<file path="config.mk">
export PLATFORM = sky130hd
export DESIGN_NAME = psum_output_packer
export DESIGN_NICKNAME = d
export VERILOG_FILES = /design/src/rtl/psum_output_packer.sv
export SDC_FILE = /design/constraint.sdc
export NUM_CORES = 1
export LEC_CHECK = 0
export BUFFER_PORTS_ARGS = -buffer_cell sky130_fd_sc_hd__buf_2
export CAP_MARGIN = 30
export CORE_AREA = 2 2 293 208
export CTS_BUF_LIST = sky130_fd_sc_hd__clkbuf_8
export DETAILED_ROUTE_END_ITERATION = 6
export DIE_AREA = 0 0 295 210
export SYNTH_ARGS = -nofsm -noshare
export SYNTH_HDL_FRONTEND = slang
export SYNTH_SLANG_ARGS = --single-unit
</file>
<file path="constraint.sdc">
create_clock -name clk -period 3.5 [get_ports clk]
set_clock_uncertainty 0.2 [all_clocks]
set_input_delay 0.175 -clock clk [delete_from_list [all_inputs] [get_ports clk]]
set_output_delay 0.175 -clock clk [all_outputs]
set_load 0.02 [all_outputs]
</file>
<file path="src/rtl/psum_output_packer.sv">
// Packs four per-kernel psum byte streams (optional ReLU) into 32-bit words, buffers them per lane
// and round-robins them onto one valid/ready write stream; word out 2 cycles after its last byte.

module psum_fifo #(
  parameter int W     = 32,
  parameter int DEPTH = 4
) (
  input  logic         clk,
  input  logic         rst,
  input  logic         wr_en,
  input  logic [W-1:0] wr_dat,
  input  logic         rd_en,
  output logic [W-1:0] rd_dat,
  output logic         full,
  output logic         empty
);
  localparam int AW = $clog2(DEPTH);

  logic [W-1:0] mem [DEPTH];
  logic [AW:0]  wr_ptr;
  logic [AW:0]  rd_ptr;

  always_ff @(posedge clk or negedge rst) begin
    if (!rst) begin
      wr_ptr <= '0;
      rd_ptr <= '0;
    end else begin
      if (wr_en && !full) wr_ptr <= wr_ptr + (AW+1)'(1);
      if (rd_en && !empty) rd_ptr <= rd_ptr + (AW+1)'(1);
    end
  end

  always_ff @(posedge clk) begin
    if (wr_en && !full) mem[wr_ptr[AW-1:0]] <= wr_dat;
  end

  // Extra pointer bit separates the full and empty cases when the indices match.
  assign empty  = (wr_ptr == rd_ptr);
  assign full   = (wr_ptr[AW] != rd_ptr[AW]) && (wr_ptr[AW-1:0] == rd_ptr[AW-1:0]);
  assign rd_dat = mem[rd_ptr[AW-1:0]];
endmodule

module psum_output_packer #(
  parameter int BIT_WIDTH  = 8,
  parameter int NUM_KERNEL = 4,
  parameter int PACK       = 4,
  parameter int FIFO_DEPTH = 4,
  parameter int REG_WIDTH  = 32
) (
  input  logic                      clk,
  input  logic                      rst,
  input  logic [BIT_WIDTH-1:0]      i_psum_kn0,
  input  logic [BIT_WIDTH-1:0]      i_psum_kn1,
  input  logic [BIT_WIDTH-1:0]      i_psum_kn2,
  input  logic [BIT_WIDTH-1:0]      i_psum_kn3,
  input  logic                      i_psum_kn0_val,
  input  logic                      i_psum_kn1_val,
  input  logic                      i_psum_kn2_val,
  input  logic                      i_psum_kn3_val,
  input  logic [REG_WIDTH-1:0]      i_conf_ctrl,
  input  logic                      i_flush,
  input  logic                      i_clr_err,
  output logic [BIT_WIDTH*PACK-1:0] o_wdata,
  output logic [1:0]                o_wkn,
  output logic                      o_wval,
  input  logic                      i_wready,
  output logic [NUM_KERNEL-1:0]     o_ovf,
  output logic                      o_idle
);
  localparam int WW = BIT_WIDTH * PACK;
  localparam int CW = $clog2(PACK);

  logic [NUM_KERNEL-1:0][BIT_WIDTH-1:0] psum;
  logic [NUM_KERNEL-1:0]                psum_vld;
  logic                                 relu_en;
  logic                                 conf_unused;

  logic [NUM_KERNEL-1:0]                lane_push;
  logic [NUM_KERNEL-1:0]                lane_busy;
  logic [NUM_KERNEL-1:0][WW-1:0]        lane_word;
  logic [NUM_KERNEL-1:0]                fifo_full;
  logic [NUM_KERNEL-1:0]                fifo_empty;
  logic [NUM_KERNEL-1:0]                fifo_pop;
  logic [NUM_KERNEL-1:0][WW-1:0]        fifo_head;
  logic [NUM_KERNEL-1:0]                drop;

  logic [1:0]                           rr_ptr;
  logic [1:0]                           grant_idx;
  logic                                 grant_vld;
  logic                                 load;

  assign psum        = {i_psum_kn3, i_psum_kn2, i_psum_kn1, i_psum_kn0};
  assign psum_vld    = {i_psum_kn3_val, i_psum_kn2_val, i_psum_kn1_val, i_psum_kn0_val};
  assign relu_en     = i_conf_ctrl[0];
  assign conf_unused = ^i_conf_ctrl[REG_WIDTH-1:1];

  for (genvar k = 0; k < NUM_KERNEL; k++) begin : g_lane
    logic [CW-1:0]                     cnt;
    logic [PACK-2:0][BIT_WIDTH-1:0]    held;
    logic [BIT_WIDTH-1:0]              lane_byte;
    logic [PACK-1:0][BIT_WIDTH-1:0]    merged;
    logic [CW:0]                       fill;
    logic                              push_full;

    assign lane_byte = (relu_en && psum[k][BIT_WIDTH-1]) ? '0 : psum[k];

    // Word as it stands after this cycle's byte; unfilled byte slots read as zero for flush.
    always_comb begin
      merged = '0;
      for (int j = 0; j < PACK-1; j++) begin
        if (j < int'(cnt)) merged[j] = held[j];
      end
      if (psum_vld[k]) merged[cnt] = lane_byte;
    end

    assign fill         = {1'b0, cnt} + {{CW{1'b0}}, psum_vld[k]};
    assign push_full    = psum_vld[k] && (cnt == CW'(PACK-1));
    assign lane_push[k] = push_full || (i_flush && (fill != '0));
    assign lane_word[k] = merged;
    assign lane_busy[k] = (cnt != '0);
    assign drop[k]      = lane_push[k] && fifo_full[k];

    always_ff @(posedge clk or negedge rst) begin
      if (!rst) begin
        cnt  <= '0;
        held <= '0;
      end else if (lane_push[k]) begin
        cnt <= '0;
      end else if (psum_vld[k]) begin
        held[cnt] <= lane_byte;
        cnt       <= cnt + CW'(1);
      end
    end

    psum_fifo #(.W(WW), .DEPTH(FIFO_DEPTH)) u_fifo (
      .clk    (clk),
      .rst    (rst),
      .wr_en  (lane_push[k]),
      .wr_dat (lane_word[k]),
      .rd_en  (fifo_pop[k]),
      .rd_dat (fifo_head[k]),
      .full   (fifo_full[k]),
      .empty  (fifo_empty[k])
    );
  end

  always_comb begin
    logic [1:0] cand;
    cand      = rr_ptr;
    grant_vld = 1'b0;
    grant_idx = rr_ptr;
    for (int i = 0; i < NUM_KERNEL; i++) begin
      cand = rr_ptr + 2'(i);
      if (!grant_vld && !fifo_empty[cand]) begin
        grant_vld = 1'b1;
        grant_idx = cand;
      end
    end
  end

  assign load     = grant_vld && (!o_wval || i_wready);
  assign fifo_pop = load ? (NUM_KERNEL'(1) << grant_idx) : '0;

  always_ff @(posedge clk or negedge rst) begin
    if (!rst) begin
      o_wdata <= '0;
      o_wkn   <= '0;
      o_wval  <= 1'b0;
      rr_ptr  <= '0;
    end else if (load) begin
      o_wdata <= fifo_head[grant_idx];
      o_wkn   <= grant_idx;
      o_wval  <= 1'b1;
      rr_ptr  <= grant_idx + 2'd1;
    end else if (i_wready) begin
      o_wval  <= 1'b0;
    end
  end

  // A drop in the same cycle as a clear must stay visible.
  always_ff @(posedge clk or negedge rst) begin
    if (!rst)           o_ovf <= '0;
    else if (i_clr_err) o_ovf <= drop;
    else                o_ovf <= o_ovf | drop;
  end

  assign o_idle = !o_wval && (&fifo_empty) && !(|lane_busy);
endmodule

</file>
Word-level counts from Yosys, hierarchy flattened:

Memory sizes are Yosys's and may differ from the RTL's.
Cells that the tools add are included.
W data, S select, Z words.

* flip-flop bits (word level): 169
* bits in latches: 0
* RAM bits: 512
* bits in read-only memories: 0
* input port bits: 73
* output and inout port bits: 40
* logic and storage cells: 250
* memories kept: 4

Memory list
* g_lane[0].u_fifo.mem: depth 4, width 32, read ports 1, clocked after memory_dff 0, write ports 1, RTL line 19 `logic [W-1:0] mem [DEPTH];`
* g_lane[1].u_fifo.mem: depth 4, width 32, read ports 1, clocked after memory_dff 0, write ports 1, RTL line 19
* g_lane[2].u_fifo.mem: depth 4, width 32, read ports 1, clocked after memory_dff 0, write ports 1, RTL line 19
* g_lane[3].u_fifo.mem: depth 4, width 32, read ports 1, clocked after memory_dff 0, write ports 1, RTL line 19

* add/sub/neg operators: 20
* multiply operators: 0
* divide/modulo/power cells: 0
* $lt $le $gt $ge: 25
* equality and inequality tests: 16
* shift-type cells: 1
* muxes and demuxes: 73
* bitwise logic cells: 5
* reduce and logical (&&, ||, !) cells: 77

Operators by type and width (number)
* $mux W32: 5
* $mux W8: 20
* $bwmux W32: 4
* $bwmux W24: 4
* $bmux W32 S2: 1
* $demux W8 S2: 4
* $logic_and A1 B1 Y1: 38
* $lt A2 B3 Y1 const B: 9
* $add A3 B1 Y3 const B: 8
* $mux W2: 11
* $mux W1: 18
* $reduce_bool A2 Y1: 9
* $lt A1 B2 Y1 const A: 8
* $logic_not A1 Y1: 15
* $add A2 B1 Y2 const B: 6
* $add A2 B1 Y3: 4
* $eq A3 B3 Y1: 4
* $reduce_bool A3 Y1: 4
* $bmux W1 S2: 4
* $eq A2 B2 Y1: 4
* $eq A2 B2 Y1 const B: 4
* $ge A2 B1 Y1 const B: 4
* $lt A2 B2 Y1 const A: 4
* $mux W4: 2
* 9 further kinds: 23

Logic depth before layout (Yosys ltp):

Gate-level depths: netlist (run 1).

* depth in word-level cells: 15
* gate-level depth with buffers: 10
* mapped depth without buffers: 7

Modules after synthesis:

Synthesis (run 1) repeated with hierarchy kept, for this count alone.

* cell total of the unflattened synthesis: 1837
* area, all modules: 28434.8 sq um

By module, submodules not included
* psum_fifo at g_lane[0].u_fifo ...: times used 3, cells each 216, area each 5077.4 sq um, seq. area each 3993.8 sq um
* psum_output_packer: times used 1, cells each 973, area each 8126.5 sq um, seq. area each 3628.5 sq um
* psum_fifo at g_lane[1].u_fifo: times used 1, cells each 216, area each 5076.1 sq um, seq. area each 3993.8 sq um

Least setup slack after synthesis (run 1):

Ideal clock, no wire load.

* path type: reg-to-reg
* start: register g_lane[3].cnt[0]
* end: memory g_lane[3].u_fifo.mem[3][0], enable pin
* library setup time: 394 ps
* arrival time: 2353 ps
* data required time: 2906 ps
* path slack: 553 ps
* stages on the path, launching flop included: 7
* buffers on the path: 0
* period minus slack after synthesis: 2947 ps
* cells stage by stage: dfrtp_1 -> ha_1 -> ha_1 -> o31a_1 -> a21oi_1 -> a31oi_1 -> and2_1

* cells in the longest elaborated chain, start to end: 7
* elaborated cells between the ends (all ways): 9
* classes of those cells: add/sub: 1; eq/ne: 1; mux: 2; reduce/logical: 5

RTL lines
* from (decl): RTL line 98 `logic [CW-1:0] cnt;`
* from (signal assigned): RTL line 131 `cnt <= cnt + CW'(1);`
* $add A2 B1 Y3: RTL line 116 `assign fill = {1'b0, cnt} + {{CW{1'b0}}, psum_vld[k]};`
* $reduce_bool A3 Y1: RTL line 118 `assign lane_push[k] = push_full || (i_flush && (fill != '0));`
* $logic_and A1 B1 Y1: RTL line 118
* $logic_or A1 B1 Y1 *: RTL line 118
* $logic_and A1 B1 Y1 *: RTL line 34 `if (wr_en && !full) mem[wr_ptr[AW-1:0]] <= wr_dat;`
* $mux W1 *: RTL line 34
* $mux W1 (implied by the code) *: RTL line 34
* to (decl): RTL line 19

Mark *: on every way between the ends. The rest lies on a longest branch, timed or not.

Final worst setup path (run 1):

* start: register g_lane[1].u_fifo.wr_ptr[0]
* end: output o_idle

* cells in the longest elaborated chain, start to end: 4

RTL lines
* from (decl): RTL line 20 `logic [AW:0] wr_ptr;`
* from (signal assigned): RTL line 28 `if (wr_en && !full) wr_ptr <= wr_ptr + (AW+1)'(1);`
* $eq A3 B3 Y1: RTL line 38 `assign empty = (wr_ptr == rd_ptr);`
* $reduce_and A4 Y1: RTL line 187 `assign o_idle = !o_wval && (&fifo_empty) && !(|lane_busy);`
* $logic_and A1 B1 Y1 (2 in series): RTL line 187
* to (decl): RTL line 68 `output logic o_idle`

No other way between the ends.

==> metrics.csv, run 1 <==
metric;value;unit
clkSinkCount;681;
port_buffers;81;
multi_input_area;7850;um^2
synth-seq-area-share;69.8;%
fmax;0.315;GHz
p_leak;0.0118;uW
rows;75;
die_h;210;um
cp-start-kind;register;
drc;0;
cap_violations;0;
fin_crit_sh;90.6;%
period_needed;3.17;ns
met1_usage;36.5;%
hold_class;in -> reg;
synth_top_cell_area_share;54.7;%
drive_gt1_share;21.5;%
htreeDepth;3;
die-area;62000;um^2
synthCells;1768;
final_area;32200;um^2
cts_tree;built;
start_util;47.4;%
drt_first_pass_iters;6;
placedCellCount;2616;
worstPathMaxFanout;5;
yosysMostFrequentCell;edfxtp_1;
ys_top_cells_by_area;edfxtp_1 (55%), dfrtp_1 (15%), mux4_2 (10%);
drt_iter0_markers;1709;
die_w;295;um
hpwlAfterDp;45.2;mm
postSynth.asyncResetShare;24.8;%
syn_nets;1885;
critPathKind;reg -> out;
gr-usage-met2;32.1;%
yosys.area.top_type;edfxtp_1;
setup_viol;0;
arrival;2.80;ns
synth_ff_type;edfxtp_1;
status;completed;
core_area;59200;um^2
syn_to_final_growth;14.6;%
met3_usage;5.60;%
crit_required;3.12;ns
clockBufferDepth;3;
root_buffer;clkbuf_8;
synth.cell_area;28100;um^2
total_power;29900;uW
peakVddDrop;0.000443;V
synth_area_per_cell;15.9;um^2
track_usage;23.1;%
path_clk_slew;0.06;ns
relSlewSlack;47.3;%
regArea;19600;um^2
nets;2090;
routed_wl;70.1;mm
powerDensity;927;nW/um^2
synthTopCellsByCount;edfxtp_1 (512), o21ai_0 (195), dfrtp_1 (169);
fillers;4798;
stdcell_count;2869;
ant_nets;0;
ys_warn_count;0;
vias;16200;
grt_overflow;0;
placed_cell_area;29600;um^2
antenna_found_initial;2;
clock_latency;0.70;ns
vias_per_cell;5.64;
cts_resized;0;
grt_max_degree;82;
gp_congestion;0.884;
top_usage_layer;met1;
final_max_slew_viol_count;0;
ctsHoldBuffers;61;
wl_per_cell;24.4;um
ys_types;50;
cts_buffers;102;
grt_pass1_vias;15800;
boundaryPins;113;
ys_seq_elements;681;
worst_pin_slew;0.790;ns
grt_pass1_wl;104;mm
synth-edff-count;512;
rsz0062_at_grt;false;
setup_tns;0;ns
cp-end-kind;output port;
holdWs;0.103;ns
finalHoldViolCount;0;
cts_setup_buffers;0;
-- metrics by stage --
| stage | utilization [%] | setup slack [ns] |
|---|---|---|
| 2_1_floorplan | - | 0.553 |
| 3_3_place_gp | 50.0 | 0.500 |
| 3_5_place_dp | 50.0 | 0.399 |
| 4_1_cts | 54.4 | 0.300 |
| 5_1_grt | 54.4 | 0.151 |
| 6_report | 54.4 | 0.328 |
-- kinds of logic after synthesis --
logic type | synth area share, %
muxes | 12.9
xor gates and xnor gates | 1.02
buffers and inverters | 2.30
AOI/OAI and AO/OA | 6.15
and+or+nand+nor | 5.84
DFF | 69.8
adders and majority gates | 1.96
-- per-layer routing --
layer	wire length [um]	vias up
li1	-	7208
met4	1520	0
met3	5100	107
met1	33200	8346
met2	30300	533
met5	0	-
-- critical path: stages, from the launching register on --
cell and delay, ns:
dfrtp_1 0.45, xnor2_1 0.29, buf_4 0.18, and3_1 0.35, nand4_1 0.29, nor4_1 0.34
buf_2 0.21
-- final timing paths --
kind	start	depth (start not counted)	endpoint	slack [ns]
hold / removal	i_wready	4	o_wval	0.10
max in group asynchronous	rst	4	g_lane[1].held[0]	2.11
setup reg to reg	g_lane[0].u_fifo.rd_ptr[2]	7	o_wdata[11]	0.38
min in group asynchronous	rst	4	o_wdata[31]	0.51
setup / recovery	g_lane[1].u_fifo.wr_ptr[0]	6	o_idle	0.33
hold reg to reg	g_lane[1].held[7]	2	g_lane[1].held[7]	0.28
-- state kept, by name, summed over array words and instances (netlist names) --
register and flops:
g_lane.u_fifo.rd_ptr 12, g_lane.held 96, o_wdata 32, g_lane.u_fifo.wr_ptr 12, g_lane.cnt 8, o_ovf 4, rr_ptr 2, o_wkn 2
g_lane.u_fifo.mem 512, o_wval 1
-- power by group --
part           leakage (uW)  internal, uW  switching [uW]
combinational       0.00375          4120            7080
clock               0.00115          3100            3020
sequential          0.00690         11600             981
total                0.0118         18800           11100
-- layout make-up --
class	count	share of cell area, %
Clock inverter	75	1.06
Antenna cell	1	0.00777
Clock buffer	116	4.96
Multi-Input combinational cell	935	24.4
Inverter	56	0.653
Timing Repair Buffer	197	4.91
Sequential cell	681	60.9
Tap cell	808	3.14
-- placed cells by master, fill, tap and decap left out, drive strengths merged, types with 2 or more instances in the layout --
| cell | n |
|---|---|
| a21oi | 12 |
| a311oi | 3 |
| a31oi | 3 |
| a41oi | 3 |
| and2 | 16 |
| and3 | 3 |
| buf | 136 |
| clkbuf | 117 |
| clkinv | 30 |
| dfrtp | 169 |
| dlygate4sd3 | 60 |
| edfxtp | 512 |
| ha | 44 |
| inv | 99 |
| mux2 | 36 |
| mux2i | 34 |
| mux4 | 128 |
| nand2 | 164 |
| nand2b | 7 |
| nand3 | 113 |
| nand3b | 4 |
| nand4 | 2 |
| nor2 | 46 |
| nor2b | 2 |
| nor3 | 4 |
| o211ai | 32 |
| o21ai | 199 |
| o22ai | 35 |
| o31a | 4 |
| o31ai | 2 |
| o32ai | 2 |
| xnor2 | 19 |
| xor2 | 9 |
Power figures use the tool's default switching activity.
==> run 2, diff against run 1 <==
--- a/config.mk
+++ b/config.mk
@@ -11,6 +11,7 @@
 export CTS_BUF_LIST = sky130_fd_sc_hd__clkbuf_8
 export DETAILED_ROUTE_END_ITERATION = 6
 export DIE_AREA = 0 0 295 210
+export PLACE_DENSITY = 0.65
 export SYNTH_ARGS = -nofsm -noshare
 export SYNTH_HDL_FRONTEND = slang
 export SYNTH_SLANG_ARGS = --single-unit
==> metrics.csv, run 2 (same netlist as run 1, synthesis figures left out) <==
metric;value;unit;change
wl_met1;31.7;mm;-4.5%
critPathKind;reg -> out;;
clock_latency;0.72;ns;+0.02 ns
fmax;0.299;GHz;-5.0%
cts_tree;built;;
slowest_delay;0.51;ns;+0.06 ns
final_max_slew_viol_count;0;;unchanged
worst_pin_slew;0.812;ns;+0.0222 ns
arrival;2.96;ns;+0.16 ns
grt_pass1_wl;101;mm;-2.3%
grt_overflow;0;;unchanged
wl_met3;5.68;mm;+11%
start_util;47.4;%;unchanged
holdWs;0.132;ns;+0.0288 ns
routed_wl;68.2;mm;-2.8%
cp-end-kind;output port;;
clockBufferDepth;3;;unchanged
die-area;62000;um^2;unchanged
clkSinkCount;681;;unchanged
crit_required;3.12;ns;about the same
status;completed;;
fin_crit_sh;95.4;%;+4.8 points
final_cell_mix;edfxtp_1 (512), o21ai_0 (195), dfrtp_1 (165);;
worstPathMaxFanout;7;;+2
final_common_cell;edfxtp_1;;
vias_per_cell;5.66;;+0.29%
port_buffers;81;;unchanged
die_w;295;um;unchanged
root_buffer;clkbuf_8;;
cts_resized;0;;unchanged
drt_iter0_markers;1791;;+4.8%
track_usage;22.5;%;-0.66 points
boundaryPins;113;;unchanged
vias;16200;;+0.012%
cap_violations;0;;unchanged
rsz0062_at_grt;false;;
powerDensity;927;nW/um^2;about the same
period_needed;3.34;ns;+0.168 ns
syn_to_final_growth;14.7;%;about the same
top_layer;met4;;
die_h;210;um;unchanged
path_delay_family;simple AND/OR/NAND/NOR gates;;
peakVddDrop;0.000524;V;+18%
htreeDepth;3;;unchanged
cp-start-kind;register;;
rows;75;;unchanged
finalHoldViolCount;0;;unchanged
p_leak;0.0118;uW;-0.13%
drive_gt1_share;20.9;%;-0.55 points
path_cells;xnor2_1 > and3b_1 > nand4_1 > nor4_1 > buf_2;;
dr_wl_met2;29.1;mm;-4.0%
largest_reg_flops;512;;unchanged
hold_class;in -> reg;;
ant_nets;0;;unchanged
setup_tns;0;ns;unchanged
grt_pass1_vias;15700;;-0.26%
nets;2082;;-0.38%
antenna_found_initial;1;;-1
grt_max_degree;81;;-1.2%
setup_viol;0;;unchanged
hpwlAfterDp;43.3;mm;-4.1%
crit_buf_inv;1;;-1
gp_congestion;0.891;;+0.79%
path_clk_slew;0.06;ns;about the same
drc;0;;unchanged
cp_slowest_cell;and3b_1;;
cts_buffers;102;;unchanged
wl_per_cell;23.8;um;-2.5%
relSlewSlack;45.3;%;-2.1 points
core_area;59200;um^2;unchanged
drt_first_pass_iters;6;;unchanged
[run 2: changes by cell type in the layout (fill, tap and decap cells not counted), moves of 3 or more]
cell / before / now
buf_4: 45 / 34
inv_1: 97 / 103
clkbuf_8: 117 / 112
clkinv_2: 13 / 8
bufinv_16: 1 / 4
clkinv_1: 17 / 14
clkinvlp_4: 1 / 4
[run 2: routing by layer]
metal	up-vias	global-route usage [%]
li1	7195	-
met1	8320	35.4
met2	593	30.9
met3	88	5.25
met4	0	6.91
met5	-	0
[run 2: path summary, 6_finish.rpt]
check	end	depth (start not counted)	slack (ns)	start
min in group asynchronous	g_lane[3].u_fifo.wr_ptr[1]	4	0.42	rst
setup / recovery	o_idle	5	0.16	g_lane[3].u_fifo.wr_ptr[1]
hold reg to reg	g_lane[3].held[11]	2	0.28	g_lane[3].held[11]
setup reg to reg	g_lane[3].u_fifo.rd_ptr[1]	7	0.41	g_lane[2].u_fifo.wr_ptr[1]
max in group asynchronous	g_lane[2].u_fifo.rd_ptr[0]	4	2.19	rst
hold / removal	o_wval	4	0.13	i_wready
[run 2: cell type report]
cell class / instances / area, um^2
Clock buffer: 112 / 1540
Multi-Input combinational cell: 935 / 7850
Timing Repair Buffer: 189 / 1540
Clock inverter: 79 / 452
Fill cell: 4706 / 27000
Inverter: 56 / 210
Antenna cell: 1 / 2.50
Tap cell: 808 / 1010
Sequential cell: 681 / 19600
[run 2: repair_timing]
action	4_1_cts	5_1_grt
setup buffers	0	0
hold buffers	63	0
hold endpoints to repair	472	0
endpoints found under the setup margin	0	0
[run 2: through the flow]
step                power, uW  util [%]  worst slack [ns]  instances  area (um^2)
CTS                     30000      54.4             0.142       2860        32200
floorplan               19600         -             0.553       1768        28100
finish                  29900      54.4             0.160       2861        32200
detailed placement      23600      49.9             0.537       2606        29600
global placement        23300      49.9             0.592       2606        29600
global route            31400      54.4            0.0784       2860        32200
[run 2: power breakdown]
group          switching, uW  internal (uW)  total [uW]
clock network           3040           3250        6290
registers               1010          11600       12600
logic                   6960           4050       11000
[run 2: tightest hold or removal path, stage by stage]
cell           delay, ns
dlygate4sd3_1       0.52
buf_2               0.13
nand2b_1            0.12
nand2b_1            0.06
